===== config.mk =====
export PLATFORM = sky130hd
export DESIGN_NAME = reorder_buffer
export DESIGN_NICKNAME = d
export VERILOG_FILES = /design/src/rtl/reorder_buffer.sv
export SDC_FILE = /design/constraint.sdc
export NUM_CORES = 1
export LEC_CHECK = 0
export CAP_MARGIN = 20
export CORE_ASPECT_RATIO = 1.5
export CORE_MARGIN = 3
export CORE_UTILIZATION = 40
export DETAILED_ROUTE_END_ITERATION = 10
export PLACE_DENSITY_LB_ADDON = 0.1
export SYNTH_ARGS = -nofsm -noshare
export SYNTH_HDL_FRONTEND = slang
export SYNTH_SLANG_ARGS = --single-unit

===== constraint.sdc =====
create_clock -name clk -period 16.2 [get_ports clk]
set_input_delay 3.24 -clock clk [delete_from_list [all_inputs] [get_ports clk]]
set_output_delay 3.24 -clock clk [all_outputs]
set_load 0.01 [all_outputs]

===== src/rtl/reorder_buffer.sv =====
// Circular in-order reorder buffer: dual allocation, dual completion, dual retirement with free-list return.
// Define ROB_ASSERT_EN to compile the simulation-only consistency checks.
module reorder_buffer #(
    parameter int ROB_DEPTH   = 16,
    parameter int PHYS_ADDR_W = 6,
    parameter int TAG_W       = 4
) (
    input  logic                   clk,
    input  logic                   res,
    input  logic                   alloc_int_valid,
    input  logic [PHYS_ADDR_W-1:0] alloc_int_old_pd,
    input  logic                   alloc_ls_valid,
    input  logic                   alloc_ls_store,
    input  logic [PHYS_ADDR_W-1:0] alloc_ls_old_pd,
    output logic [TAG_W-1:0]       alloc_int_tag,
    output logic [TAG_W-1:0]       alloc_ls_tag,
    output logic                   rob_full,
    input  logic                   complete_int_valid,
    input  logic [TAG_W-1:0]       complete_int_tag,
    input  logic                   complete_ls_valid,
    input  logic [TAG_W-1:0]       complete_ls_tag,
    output logic [PHYS_ADDR_W-1:0] freeMeUp_0_rob2rat,
    output logic [PHYS_ADDR_W-1:0] freeMeUp_1_rob2rat,
    output logic [1:0]             commit_cnt
);

    localparam int PTR_W = TAG_W + 1;

    logic [ROB_DEPTH-1:0]   r_valid;
    logic [ROB_DEPTH-1:0]   r_done;
    logic [PHYS_ADDR_W-1:0] r_oldPd [ROB_DEPTH];
    logic [PTR_W-1:0]       r_head;
    logic [PTR_W-1:0]       r_tail;
    logic [PTR_W-1:0]       r_count;
    logic [PHYS_ADDR_W-1:0] r_free0;
    logic [PHYS_ADDR_W-1:0] r_free1;
    logic [1:0]             r_commitCnt;

    logic                   w_intAccept;
    logic                   w_lsAccept;
    logic [PTR_W-1:0]       w_tailPlusInt;
    logic [TAG_W-1:0]       w_intIdx;
    logic [TAG_W-1:0]       w_lsIdx;
    logic [1:0]             w_allocNum;
    logic [TAG_W-1:0]       w_headIdx;
    logic [TAG_W-1:0]       w_head1Idx;
    logic                   w_retire0;
    logic                   w_retire1;
    logic [1:0]             w_retireNum;
    logic [PHYS_ADDR_W-1:0] w_lsOldPd;
    logic [ROB_DEPTH-1:0]   w_validNext;
    logic [ROB_DEPTH-1:0]   w_doneNext;

    // Full threshold leaves room for a pair so it never depends on the alloc inputs.
    assign rob_full      = (r_count > PTR_W'(ROB_DEPTH - 2));
    assign w_intAccept   = alloc_int_valid & ~rob_full;
    assign w_lsAccept    = alloc_ls_valid & ~rob_full;
    assign w_tailPlusInt = r_tail + PTR_W'(alloc_int_valid);
    assign w_intIdx      = r_tail[TAG_W-1:0];
    assign w_lsIdx       = w_tailPlusInt[TAG_W-1:0];
    assign alloc_int_tag = w_intIdx;
    assign alloc_ls_tag  = w_lsIdx;
    assign w_allocNum    = {1'b0, w_intAccept} + {1'b0, w_lsAccept};
    assign w_lsOldPd     = alloc_ls_store ? '0 : alloc_ls_old_pd;

    assign w_headIdx     = r_head[TAG_W-1:0];
    assign w_head1Idx    = w_headIdx + TAG_W'(1);
    assign w_retire0     = r_valid[w_headIdx] & r_done[w_headIdx];
    assign w_retire1     = w_retire0 & r_valid[w_head1Idx] & r_done[w_head1Idx];
    assign w_retireNum   = {1'b0, w_retire0} + {1'b0, w_retire1};

    assign freeMeUp_0_rob2rat = r_free0;
    assign freeMeUp_1_rob2rat = r_free1;
    assign commit_cnt         = r_commitCnt;

    // Retire clears override a same-cycle completion; allocated slots never overlap occupied ones.
    always_comb begin
        w_validNext = r_valid;
        w_doneNext  = r_done;
        if (complete_int_valid && r_valid[complete_int_tag]) begin
            w_doneNext[complete_int_tag] = 1'b1;
        end
        if (complete_ls_valid && r_valid[complete_ls_tag]) begin
            w_doneNext[complete_ls_tag] = 1'b1;
        end
        if (w_retire0) begin
            w_validNext[w_headIdx] = 1'b0;
            w_doneNext[w_headIdx]  = 1'b0;
        end
        if (w_retire1) begin
            w_validNext[w_head1Idx] = 1'b0;
            w_doneNext[w_head1Idx]  = 1'b0;
        end
        if (w_intAccept) begin
            w_validNext[w_intIdx] = 1'b1;
            w_doneNext[w_intIdx]  = 1'b0;
        end
        if (w_lsAccept) begin
            w_validNext[w_lsIdx] = 1'b1;
            w_doneNext[w_lsIdx]  = 1'b0;
        end
    end

    always_ff @(posedge clk or posedge res) begin
        if (res) begin
            r_valid     <= '0;
            r_done      <= '0;
            r_head      <= '0;
            r_tail      <= '0;
            r_count     <= '0;
            r_free0     <= '0;
            r_free1     <= '0;
            r_commitCnt <= '0;
            for (int i = 0; i < ROB_DEPTH; i++) begin
                r_oldPd[i] <= '0;
            end
        end else begin
            r_valid     <= w_validNext;
            r_done      <= w_doneNext;
            r_head      <= r_head + PTR_W'(w_retireNum);
            r_tail      <= r_tail + PTR_W'(w_allocNum);
            r_count     <= r_count + PTR_W'(w_allocNum) - PTR_W'(w_retireNum);
            r_free0     <= w_retire0 ? r_oldPd[w_headIdx] : '0;
            r_free1     <= w_retire1 ? r_oldPd[w_head1Idx] : '0;
            r_commitCnt <= w_retireNum;
            if (w_intAccept) begin
                r_oldPd[w_intIdx] <= alloc_int_old_pd;
            end
            if (w_lsAccept) begin
                r_oldPd[w_lsIdx] <= w_lsOldPd;
            end
        end
    end

`ifdef ROB_ASSERT_EN
    logic [PTR_W-1:0] w_ptrDiff;
    assign w_ptrDiff = r_tail - r_head;

    always @(posedge clk) begin
        if (!res) begin
            if ((alloc_int_valid || alloc_ls_valid) && rob_full)
                $error("reorder_buffer: allocation attempted while full");
            if (complete_int_valid && !r_valid[complete_int_tag])
                $error("reorder_buffer: int completion to invalid entry %0d", complete_int_tag);
            if (complete_ls_valid && !r_valid[complete_ls_tag])
                $error("reorder_buffer: ls completion to invalid entry %0d", complete_ls_tag);
            if (r_count != w_ptrDiff)
                $error("reorder_buffer: count %0d disagrees with tail-head %0d", r_count, w_ptrDiff);
            if (alloc_ls_store && !alloc_ls_valid)
                $error("reorder_buffer: store flag without ls allocation");
        end
    end
`else
    // Checks compiled out; datapath is unchanged.
`endif

endmodule

; ---- Word level (Yosys, flattened, before mapping)
; Cells that the tools add are included.
[classes]
n_mux = 51
n_reduce_logical = 10
n_div = 0
add_sub_neg = 8
n_lt_le_gt_ge = 19
n_shift = 0
n_bitwise = 24
eq_ne = 0
multipliers = 0
[ops]
columns = cell, n
row1 = 96-bit bitwise mux, 2
row2 = 96-bit two-way mux, 2
row3 = 16-bit two-way mux, 10
row4 = 16-bit bitwise AND, 6
row5 = 16-bit inverter, 4
row6 = 16-bit bitwise OR, 4
row7 = 6-bit two-way mux, 9
row8 = 6-bit binary-select mux with 4-bit select, 2
row9 = 6-bit demux with 4-bit select, 2
row10 = "4-bit by 5-bit < comparator with 1-bit output, second input constant", 6
row11 = 1-bit binary-select mux with 4-bit select, 6
row12 = 1-bit demux with 4-bit select, 6
row13 = "4-bit by 1-bit >= comparator with 1-bit output, second input constant", 6
row14 = "5-bit >= comparator, second input constant", 4
row15 = 4-bit inverter with 5-bit output, 4
row16 = 5-bit by 2-bit adder with 5-bit output, 3
row17 = 1-bit two-way mux, 12
row18 = 1-bit logical AND, 10
row19 = "5-bit by 1-bit < comparator with 1-bit output, second input constant", 2
row20 = 1-bit bitwise AND, 5
row21 = "5-bit by 4-bit greater-than comparator with 1-bit output, second input constant", 1
row22 = 5-bit by 2-bit subtractor with 5-bit output, 1
row23 = 1-bit by 1-bit adder with 2-bit output, 2
row24 = 4-bit by 1-bit adder with 4-bit output, 1
row25 = 2 further kinds, 2
[totals]
latchBits = 0
word_cells = 136
input_bits = 27
rom_bits = 0
ram_bits = 0
regBits = 157
memories = 0

; ---- Logic depth before layout (Yosys ltp)
; Gate-level depths: netlist of run 1.
[logic_depth]
depth_word = 16
mapped_depth = 21

; ---- Least setup slack after synthesis of run 1
; No wires, ideal clock.
[synth_path]
path_kind = input to output
start = input alloc_int_valid
end = output alloc_ls_tag[2]
path_buffers = 1
slack_ps = 8883
t_arrival_ps = 4077
stages = 4
required_ps = 12960
path_cell_list = ha_1 > ha_1 > clkbuf_1 > xor2_1
[synth_via]
elab_chain_cells = 1
[synth_lines]
columns = item, line
row1 = "start, declared", 10  ; input logic alloc_int_valid,
row2 = 4-bit by 1-bit adder with 4-bit output, 58  ; assign w_tailPlusInt = r_tail + PTR_W'(alloc_int_valid);
row3 = "end, declared", 16  ; output logic [TAG_W-1:0] alloc_ls_tag,
; No other way between the ends.

; ---- Worst setup path after layout of run 1
; Ends and elaborated chain as after synthesis.

==> flow_metrics.py, run 1 <==
metrics = {
    "synth": {
        "ys_seq_area_share_pct": 38.2,
        "synth_edf_count": 0,
        "synth_nets": 987,
        "synthArstFlopShare_pct": 100,
        "ys_ff_latch": 155,
        "syn_area_per_cell_um2": 10.9,
        "netlist_instances": 934,
        "ys.warnings.count": 0,
        "syn_area_um2": 10100,
        "synth_cell_types": 69,
        "ys.flop_type": "dfrtp_1",
    },
    "detailed_routing": {
        "avgViaCountPerCell": 5.92,
        "antenna_left": 0,
        "first_pass_iters": 7,
        "dr.first_iter.drc_count": 570,
        "drc": 0,
        "wl_per_cell_um": 24.2,
        "drt_wl_total_mm": 31.3,
        "via_count": 7649,
    },
    "cts": {
        "cts_resized": 0,
        "cts_sinks": 155,
        "clockBufferDepth": 2,
        "htreeDepth": 4,
        "cts-root-buf": "clkbuf_16",
        "cts_tree": "built",
        "ctsHoldBuffers": 0,
        "clk_latency_ns": 0.44,
        "numCtsBuffers": 17,
        "clk_pin_slew_ns": 0.06,
        "cts_setup_buffers": 0,
    },
    "cells_and_area": {
        "nFillCells": 2341,
        "postLayoutCellArea_um2": 11500,
        "nets": 1009,
        "antenna_cells": 0,
        "area_delta_synth_final_pct": 13.2,
        "drive_gt1_share_pct": 15.7,
        "final_util_pct": 46.5,
    },
    "place": {
        "dp_hpwl_mm": 22.3,
        "place_area_um2": 10800,
        "port_buffers": 49,
        "place_congestion": 0.904,
    },
    "worst_setup_path": {
        "crit_start": "alloc_int_valid",
        "critPathMaxFanout": 10,
        "setup.worst_path.start_class": "primary input",
        "crit_end": "alloc_ls_tag[2]",
        "endpoint_kind": "output port",
        "reg2reg_to": "r_count[4]",
        "regToRegStartpoint": "r_head[0]",
        "critPathRequiredTime_ns": 12.96,
        "crit_arrival_ns": 5.13,
        "critPathKind": "in -> out",
        "r2r_slack_ns": 10.86,
        "reg2regPathDepth": 14,
    },
    "timing": {
        "timing.slew.headroom_pct": 26.5,
        "finalHoldViolations": 0,
        "finalSetupTns_ns": 0,
        "slew_viol_final": 0,
        "timing.final.crit_share_pct": 51.7,
        "rsz0062_at_grt": "no",
        "fin_crit_ns": 8.37,
        "fin_skew_ns": 0.00934,
        "worst_pin_slew_ns": 1.10,
        "hold_ws_ns": 0.521,
        "max_freq_mhz": 119,
        "setup_violations": 0,
    },
    "grt": {
        "grt_pass1_wl_mm": 48.3,
        "overflow": 0,
        "grt_antenna_before_repair": 0,
        "grt_use_total_pct": 23.6,
        "grt_max_degree": 102,
        "first_global_vias": 7894,
    },
    "floorplanning": {
        "die_h_um": 201,
        "num_io_pins": 50,
        "die-area_um2": 27300,
        "die_width_um": 136,
        "start_util_pct": 41.1,
        "core_um2": 24700,
        "rows": 70,
    },
    "run": {
        "drv_cap": 0,
    },
    "pwr": {
        "p_leak_nw": 4.33,
        "ir_drop_v": 0.000155,
        "power.density_nw_per_um2": 220,
    },
    "hold_path": {
        "hp-class": "reg -> reg",
    },
    "run_status": {
        "outcome": "complete, no violations",
    },
}
[where the power goes]
group          total (mW)  internal [mW]  switching, mW
registers           0.757          0.568          0.189
clock network       0.416          0.246          0.170
logic                1.35          0.646          0.704
[how the worst min path moves through the flow]
stage,from,to,cells past startpoint
6_report,r_count[0],r_count[0],1
5_1_grt,r_count[0],r_count[0],1
4_1_cts,r_count[0],r_count[0],1
3_5_place_dp,r_count[0],r_count[0],1
3_3_place_gp,r_count[0],r_count[0],1
2_1_floorplan,r_count[0],r_count[0],1
[final cells by class]
class | count | area, um2 | area share, %
clock inverter | 11 | 145 | 1.26
inverter | 33 | 129 | 1.12
sequential | 155 | 3880 | 33.8
tap | 324 | 405 | 3.53
timing repair buffer | 63 | 616 | 5.36
clock buffer | 20 | 447 | 3.89
multi-input combinational | 686 | 5860 | 51.0
[layer usage]
metal	GRT usage [%]	part of all wire (%)	vias up
met5	0	0	-
met2	40.9	53	215
li1	-	-	3475
met3	3.01	2.9	64
met4	11.7	4.8	0
met1	28.4	39	3895
[worst max-delay path, stage by stage]
cell and delay, ns:
clkdlybuf4s50_1 0.57, ha_1 0.23, ha_1 0.36, xor2_1 0.17
clkdlybuf4s50_1 0.56
[kinds of logic after synthesis]
group | count (synthesis) | share of synthesized area (%)
fa+ha+maj | 26 | 3.50
simple gates | 285 | 14.4
buf+inv | 93 | 4.03
mux | 198 | 28.6
flops | 155 | 38.2
xor+xnor | 12 | 1.22
compound gates | 165 | 9.99
[cell usage in the layout, fill, tap and decap left out, drive strengths merged, types with 20 or more instances in the layout]
cell type,n
dfrtp,155
mux2i,123
nand2,96
o21ai,77
mux4,73
nor2,68
clkdlybuf4s50,49
inv,33
a21oi,30
ha,22
nor3,22
and2,21
clkbuf,20
[per-stage QoR]
| stage | setup WS, ns | std cells | power, mW |
|---|---|---|---|
| finish | 7.83 | 1292 | 2.52 |
| global route | 7.71 | 1292 | 2.69 |
| CTS | 7.82 | 1289 | 2.54 |
| detailed placement | 7.82 | 1258 | 2.11 |
| global placement | 7.85 | 1258 | 2.10 |
| floorplan | 8.78 | 934 | 1.71 |
[sequential cells by signal (all words and copies together) (netlist names)]
| name | count |
|---|---|
| r_oldPd | 96 |
| r_done | 16 |
| r_valid | 16 |
| freeMeUp_0_rob2rat | 6 |
| freeMeUp_1_rob2rat | 6 |
| r_count | 5 |
| r_head | 4 |
| r_tail | 4 |
| commit_cnt | 2 |
[synth_stat cells, types with 3 or more instances]
cell	count	area share (%)
a211o_1	6	0.52
a311oi_1	3	0.26
nor2b_1	15	0.93
o31ai_1	3	0.22
nor3_1	14	0.69
a31oi_1	8	0.49
nand2b_1	13	0.80
and3_1	5	0.31
buf_4	3	0.22
mux2i_1	123	12
a21oi_1	30	1.5
o21ai_1	15	0.74
xnor2_1	8	0.69
fa_1	4	0.79
xor2_1	3	0.26
nor2_4	5	0.56
a21o_1	3	0.22
nor4_1	4	0.25
buf_2	15	0.74
o21ai_0	62	3.1
o22ai_1	9	0.56
inv_1	30	1.1
dfrtp_1	155	38
clkbuf_1	36	1.3
and2_1	21	1.3
or2_2	3	0.19
nand3b_1	5	0.37
nand4_1	6	0.37
nor3b_1	3	0.22
nor2_2	4	0.25
nor3_2	7	0.69
buf_6	4	0.44
o32ai_1	3	0.26
mux4_2	73	16
ha_1	22	2.7
nand4b_1	3	0.26
nor2_1	59	2.2
o211ai_1	3	0.22
nand2_1	96	3.6
nand3_1	15	0.74
Note: power is estimated with default switching activity, not from simulation.
==> run 2: changes to the inputs <==
Clock period 16.2 ns to 7.4 ns, I/O delays scaled along.
==> run 2 against run 1 <==
Net effect: clock power rose by 110%; clock skew is essentially flat; die area did not move; critical endpoint is now r_count[4]; largest cell class unchanged.
==> flow_metrics.py, run 2 (synthesized netlist as in run 1, its figures left out) <==
metrics = {
    "timing": {
        "hold_ws_ns": 0.508,
        "fin_skew_ns": 0.00938,
        "setup_ws_ns": 2.47,
        "max_freq_mhz": 203,
        "rsz0062_at_grt": "no",
        "timing.slew.headroom_pct": 22.4,
        "worst_pin_slew_ns": 1.16,
        "timing.final.crit_share_pct": 66.6,
        "finalHoldViolations": 0,
        "fin_crit_ns": 4.93,
        "slew_viol_final": 0,
        "finalSetupTns_ns": 0,
        "setup_violations": 0,
    },
    "worst_setup_path": {
        "crit_start": "r_head[0]",
        "setup.worst_path.start_class": "flop",
        "crit_arrival_ns": 5.29,
        "reg2regPathDepth": 14,
        "critPathRequiredTime_ns": 7.76,
        "critPathKind": "reg -> reg",
        "r2r_slack_ns": 2.47,
        "reg2reg_to": "r_count[4]",
        "cp_slowest_cell": "ha_2",
        "slowest_delay_ns": 0.91,
        "regToRegStartpoint": "r_head[0]",
        "cp_common_cell": "ha_1",
        "path_cells": "inv_1 -> ha_2 -> mux4_2 -> nor2_1 -> a211oi_1 -> a311oi_4 -> ha_1 -> ha_1 -> inv_1 -> ha_1 -> fa_1 -> a21o_1 -> a21oi_1 -> xnor2_1",
        "critPathMaxFanout": 32,
        "endpoint_kind": "flop",
    },
    "grt": {
        "grt_pass1_wl_mm": 48.3,
        "first_global_vias": 7855,
        "grt_antenna_before_repair": 0,
        "grt_use_total_pct": 23.5,
        "overflow": 0,
        "grt_max_degree": 90,
    },
    "detailed_routing": {
        "highest_layer": "met4",
        "drc": 0,
        "first_pass_iters": 5,
        "avgViaCountPerCell": 5.91,
        "dr.first_iter.drc_count": 590,
        "antenna_left": 0,
        "wl_per_cell_um": 24.2,
        "m1WireLength_mm": 11.8,
        "dr_wl_met3_mm": 1.24,
        "dr_wl_met2_mm": 17.0,
        "via_count": 7643,
        "drt_wl_total_mm": 31.3,
    },
    "hold_path": {
        "hp-class": "reg -> reg",
        "worstHoldPathCells": 1,
        "min_to": "r_count[0]",
        "hold_start": "r_count[0]",
    },
    "pwr": {
        "ir_drop_v": 0.000221,
        "p_leak_nw": 4.31,
        "power.density_nw_per_um2": 477,
    },
    "run": {
        "drv_cap": 0,
    },
    "cts": {
        "cts_sinks": 155,
        "htreeDepth": 4,
        "cts-root-buf": "clkbuf_16",
        "ctsHoldBuffers": 0,
        "clk_pin_slew_ns": 0.07,
        "cts_setup_buffers": 0,
        "clk_latency_ns": 0.44,
        "cts_tree": "built",
        "clockBufferDepth": 2,
        "numCtsBuffers": 17,
        "cts_resized": 0,
    },
    "place": {
        "place_inst": 1260,
        "pre_cts_ws_ns": 2.48,
        "dp_hpwl_mm": 23.0,
        "place_congestion": 0.910,
        "port_buffers": 49,
    },
    "cells_and_area": {
        "nets": 1009,
        "max_flop_register": "r_oldPd",
        "layout_common_cells": "dfrtp_1, mux2i_1, nand2_1",
        "layout_commonest_cell": "dfrtp_1",
        "top_regs": "r_oldPd x96, r_done x16, r_valid x16",
        "fin_cells": 1293,
        "seq_area_um2": 3880,
        "multi_input_area_um2": 5860,
        "drive_gt1_share_pct": 15.9,
        "antenna_cells": 0,
        "largest_reg_flops": 96,
        "area_delta_synth_final_pct": 13.0,
        "nFillCells": 2346,
    },
    "floorplanning": {
        "start_util_pct": 41.1,
        "die-area_um2": 27300,
        "die_width_um": 136,
        "die_h_um": 201,
        "core_um2": 24700,
        "num_io_pins": 50,
        "rows": 70,
    },
    "run_status": {
        "outcome": "complete, no violations",
    },
}
run 2: changes by cell type in the layout (fill, tap and decap cells not counted), sizes merged:
cell      delta
bufinv       -1
clkbuf       -1
clkinv       +1
clkinvlp     +1
inv          +1
run 2: layout make-up:
type                    instances  share of cell area, %
clock buffers                  19                   3.87
clock inverters                13                   1.26
inverters                      33                   1.12
multi-input cells             686                   51.1
flip-flops and latches        155                   33.9
well taps                     324                   3.54
repair buffers                 63                   5.23
run 2: through the flow:
step / area [um2] / util (%) / power (mW)
5_1_grt: 11500 / 46.4 / 5.83
3_3_place_gp: 10800 / 43.9 / 4.55
2_1_floorplan: 10100 / - / 3.73
6_report: 11500 / 46.4 / 5.46
3_5_place_dp: 10900 / 44.0 / 4.59
4_1_cts: 11400 / 46.4 / 5.49
run 2: report_power, final:
part	leakage, nW	switching [mW]	internal [mW]
clock network	0.276	0.378	0.507
logic	2.11	1.48	1.42
registers	1.93	0.442	1.24
total	4.31	2.30	3.17
run 2: worst max-delay path by stage:
stage / to / depth (start not counted) / slack [ns]
after CTS: r_count[4] / 14 / 2.47
after global routing: r_count[4] / 14 / 2.20
final: r_count[4] / 14 / 2.47
after global placement: alloc_ls_tag[2] / 5 / 2.56
after floorplan: commit_cnt[0] / 1 / 1.74
after detailed placement: r_count[4] / 14 / 2.48
run 2: layer usage:
metal / vias to the layer above / global-route usage [%]
met1: 3864 / 27.8
li1: 3481 / -
met2: 241 / 42.6
met3: 57 / 2.76
met4: 0 / 9.26
met5: - / 0
run 2: critical path: cells and delay by family (launching register included):
kind / cells / cell delay [ns]
muxes: 1 / 0.45
buffers and inverters: 2 / 0.30
xor gates and xnor gates: 1 / 0.13
AOI/OAI and AO/OA: 4 / 0.92
DFF: 1 / 0.72
and+or+nand+nor: 1 / 0.13
adders and majority gates: 5 / 2.18
==> run 3: changes to the inputs <==
Clock period 7.4 ns to 4 ns, I/O delays scaled along.
==> run 3 against run 2 <==
Net effect: wire length up 6.5%; largest power group unchanged; largest cell class unchanged; maximum frequency up 32%; critical endpoint unchanged; hold slack better by 0.039 ns; highest routed layer unchanged.
==> flow_metrics.py, run 3 (synthesized netlist as in run 1, its figures left out) <==
metrics = {
    "worst_setup_path": {
        "critPathRequiredTime_ns": 4.36,
        "critPathMaxFanout": 15,
        "crit_arrival_ns": 4.10,
        "setup.worst_path.start_class": "flop",
        "endpoint_kind": "flop",
        "critPathKind": "reg -> reg",
    },
    "cts": {
        "cts-root-buf": "clkbuf_16",
        "cts_setup_buffers": 0,
        "ctsHoldBuffers": 0,
        "cts_tree": "built",
        "htreeDepth": 4,
        "clk_pin_slew_ns": 0.07,
        "cts_sinks": 155,
        "numCtsBuffers": 17,
        "cts_resized": 0,
        "clk_latency_ns": 0.43,
        "clockBufferDepth": 2,
    },
    "grt": {
        "first_global_vias": 8040,
        "grt_use_total_pct": 25.2,
        "overflow": 0,
        "grt_antenna_before_repair": 0,
        "grt_max_degree": 54,
        "grt_pass1_wl_mm": 51.1,
    },
    "detailed_routing": {
        "drt_wl_total_mm": 33.3,
        "avgViaCountPerCell": 5.87,
        "dr.first_iter.drc_count": 746,
        "wl_per_cell_um": 25.1,
        "first_pass_iters": 8,
        "antenna_left": 0,
        "via_count": 7793,
        "drc": 0,
    },
    "cells_and_area": {
        "nFillCells": 2375,
        "drive_gt1_share_pct": 19.7,
        "top_regs": "r_oldPd x96, r_done x16, r_valid x16",
        "nets": 1043,
        "layout_commonest_cell": "dfrtp_1",
        "area_delta_synth_final_pct": 16.3,
        "antenna_cells": 0,
        "max_flop_register": "r_oldPd",
        "largest_reg_flops": 96,
        "layout_common_cells": "dfrtp_1, mux2i_1, nand2_1",
    },
    "pwr": {
        "ir_drop_v": 0.000380,
        "power.density_nw_per_um2": 883,
        "p_leak_nw": 4.49,
    },
    "floorplanning": {
        "core_um2": 24700,
        "die-area_um2": 27300,
        "die_h_um": 201,
        "start_util_pct": 41.1,
        "num_io_pins": 50,
        "die_width_um": 136,
        "rows": 70,
    },
    "timing": {
        "finalHoldViolations": 0,
        "setup_violations": 0,
        "fin_skew_ns": 0.00614,
        "slew_viol_final": 0,
        "timing.final.crit_share_pct": 93.7,
        "hold_ws_ns": 0.547,
        "max_freq_mhz": 267,
        "worst_pin_slew_ns": 0.960,
        "fin_crit_ns": 3.75,
        "timing.slew.headroom_pct": 35.9,
        "finalSetupTns_ns": 0,
        "rsz0062_at_grt": "no",
    },
    "run": {
        "drv_cap": 0,
    },
    "place": {
        "dp_hpwl_mm": 23.8,
        "place_congestion": 0.937,
        "port_buffers": 49,
    },
    "run_status": {
        "outcome": "complete, no violations",
    },
    "hold_path": {
        "hp-class": "reg -> reg",
    },
}
==> run 3: where the power goes <==
group	switching (mW)	internal, mW	total (mW)
Combinational	3.00	2.84	5.84
Clock	0.691	0.906	1.60
Sequential	0.688	2.30	2.99
Total	4.38	6.05	10.4
==> run 3: metrics by stage <==
| step | cell area (um2) | setup WS [ns] | total power, mW | std cells | utilization (%) |
|---|---|---|---|---|---|
| 3_5_place_dp | 11200 | 0.275 | 8.85 | 1294 | 45.4 |
| 4_1_cts | 11800 | 0.260 | 10.5 | 1326 | 47.7 |
| 2_1_floorplan | 10200 | 0.0223 | 7.10 | 934 | - |
| 5_1_grt | 11800 | 0.0726 | 11.1 | 1327 | 47.8 |
| 6_report | 11800 | 0.253 | 10.4 | 1327 | 47.8 |
| 3_3_place_gp | 11200 | 0.335 | 8.76 | 1294 | 45.4 |
==> run 3: path summary, 6_finish.rpt <==
kind	start	to	slack (ns)	depth (start not counted)
max	r_head[0]	r_count[4]	0.25	13
min	r_head[2]	r_head[2]	0.55	1
max reg2reg	r_head[0]	r_count[4]	0.25	13
min reg2reg	r_head[2]	r_head[2]	0.55	1
max in group asynchronous	res	freeMeUp_0_rob2rat[3]	2.59	4
min in group asynchronous	res	r_oldPd[60]	0.80	3
==> run 3: final cells by class <==
cell class	count	area (um2)	share of cell area [%]
Tap cell	324	405	3.44
Clock inverter	10	91.3	0.774
Timing Repair Buffer	97	901	7.64
Inverter	33	130	1.10
Clock buffer	22	474	4.02
Sequential cell	155	3880	32.9
Multi-Input combinational cell	686	5910	50.1
==> run 3: critical path, stage by stage, from the launching register on <==
cell	delay (ns)
dfrtp_4	0.55
inv_1	0.09
ha_2	0.53
nand4bb_1	0.18
nand4_1	0.24
a211oi_2	0.36
a311oi_4	0.08
ha_4	0.22
fa_1	0.49
inv_1	0.07
fa_2	0.41
a21o_1	0.18
a21oi_2	0.12
xnor2_1	0.12
==> run 3: per-layer routing <==
metal | part of all wire (%) | track usage [%] | vias up
met2 | 52 | 43.7 | 276
met4 | 5.0 | 11.7 | 0
li1 | - | - | 3540
met1 | 38 | 30.6 | 3893
met5 | 0 | 0 | -
met3 | 5.0 | 3.64 | 84
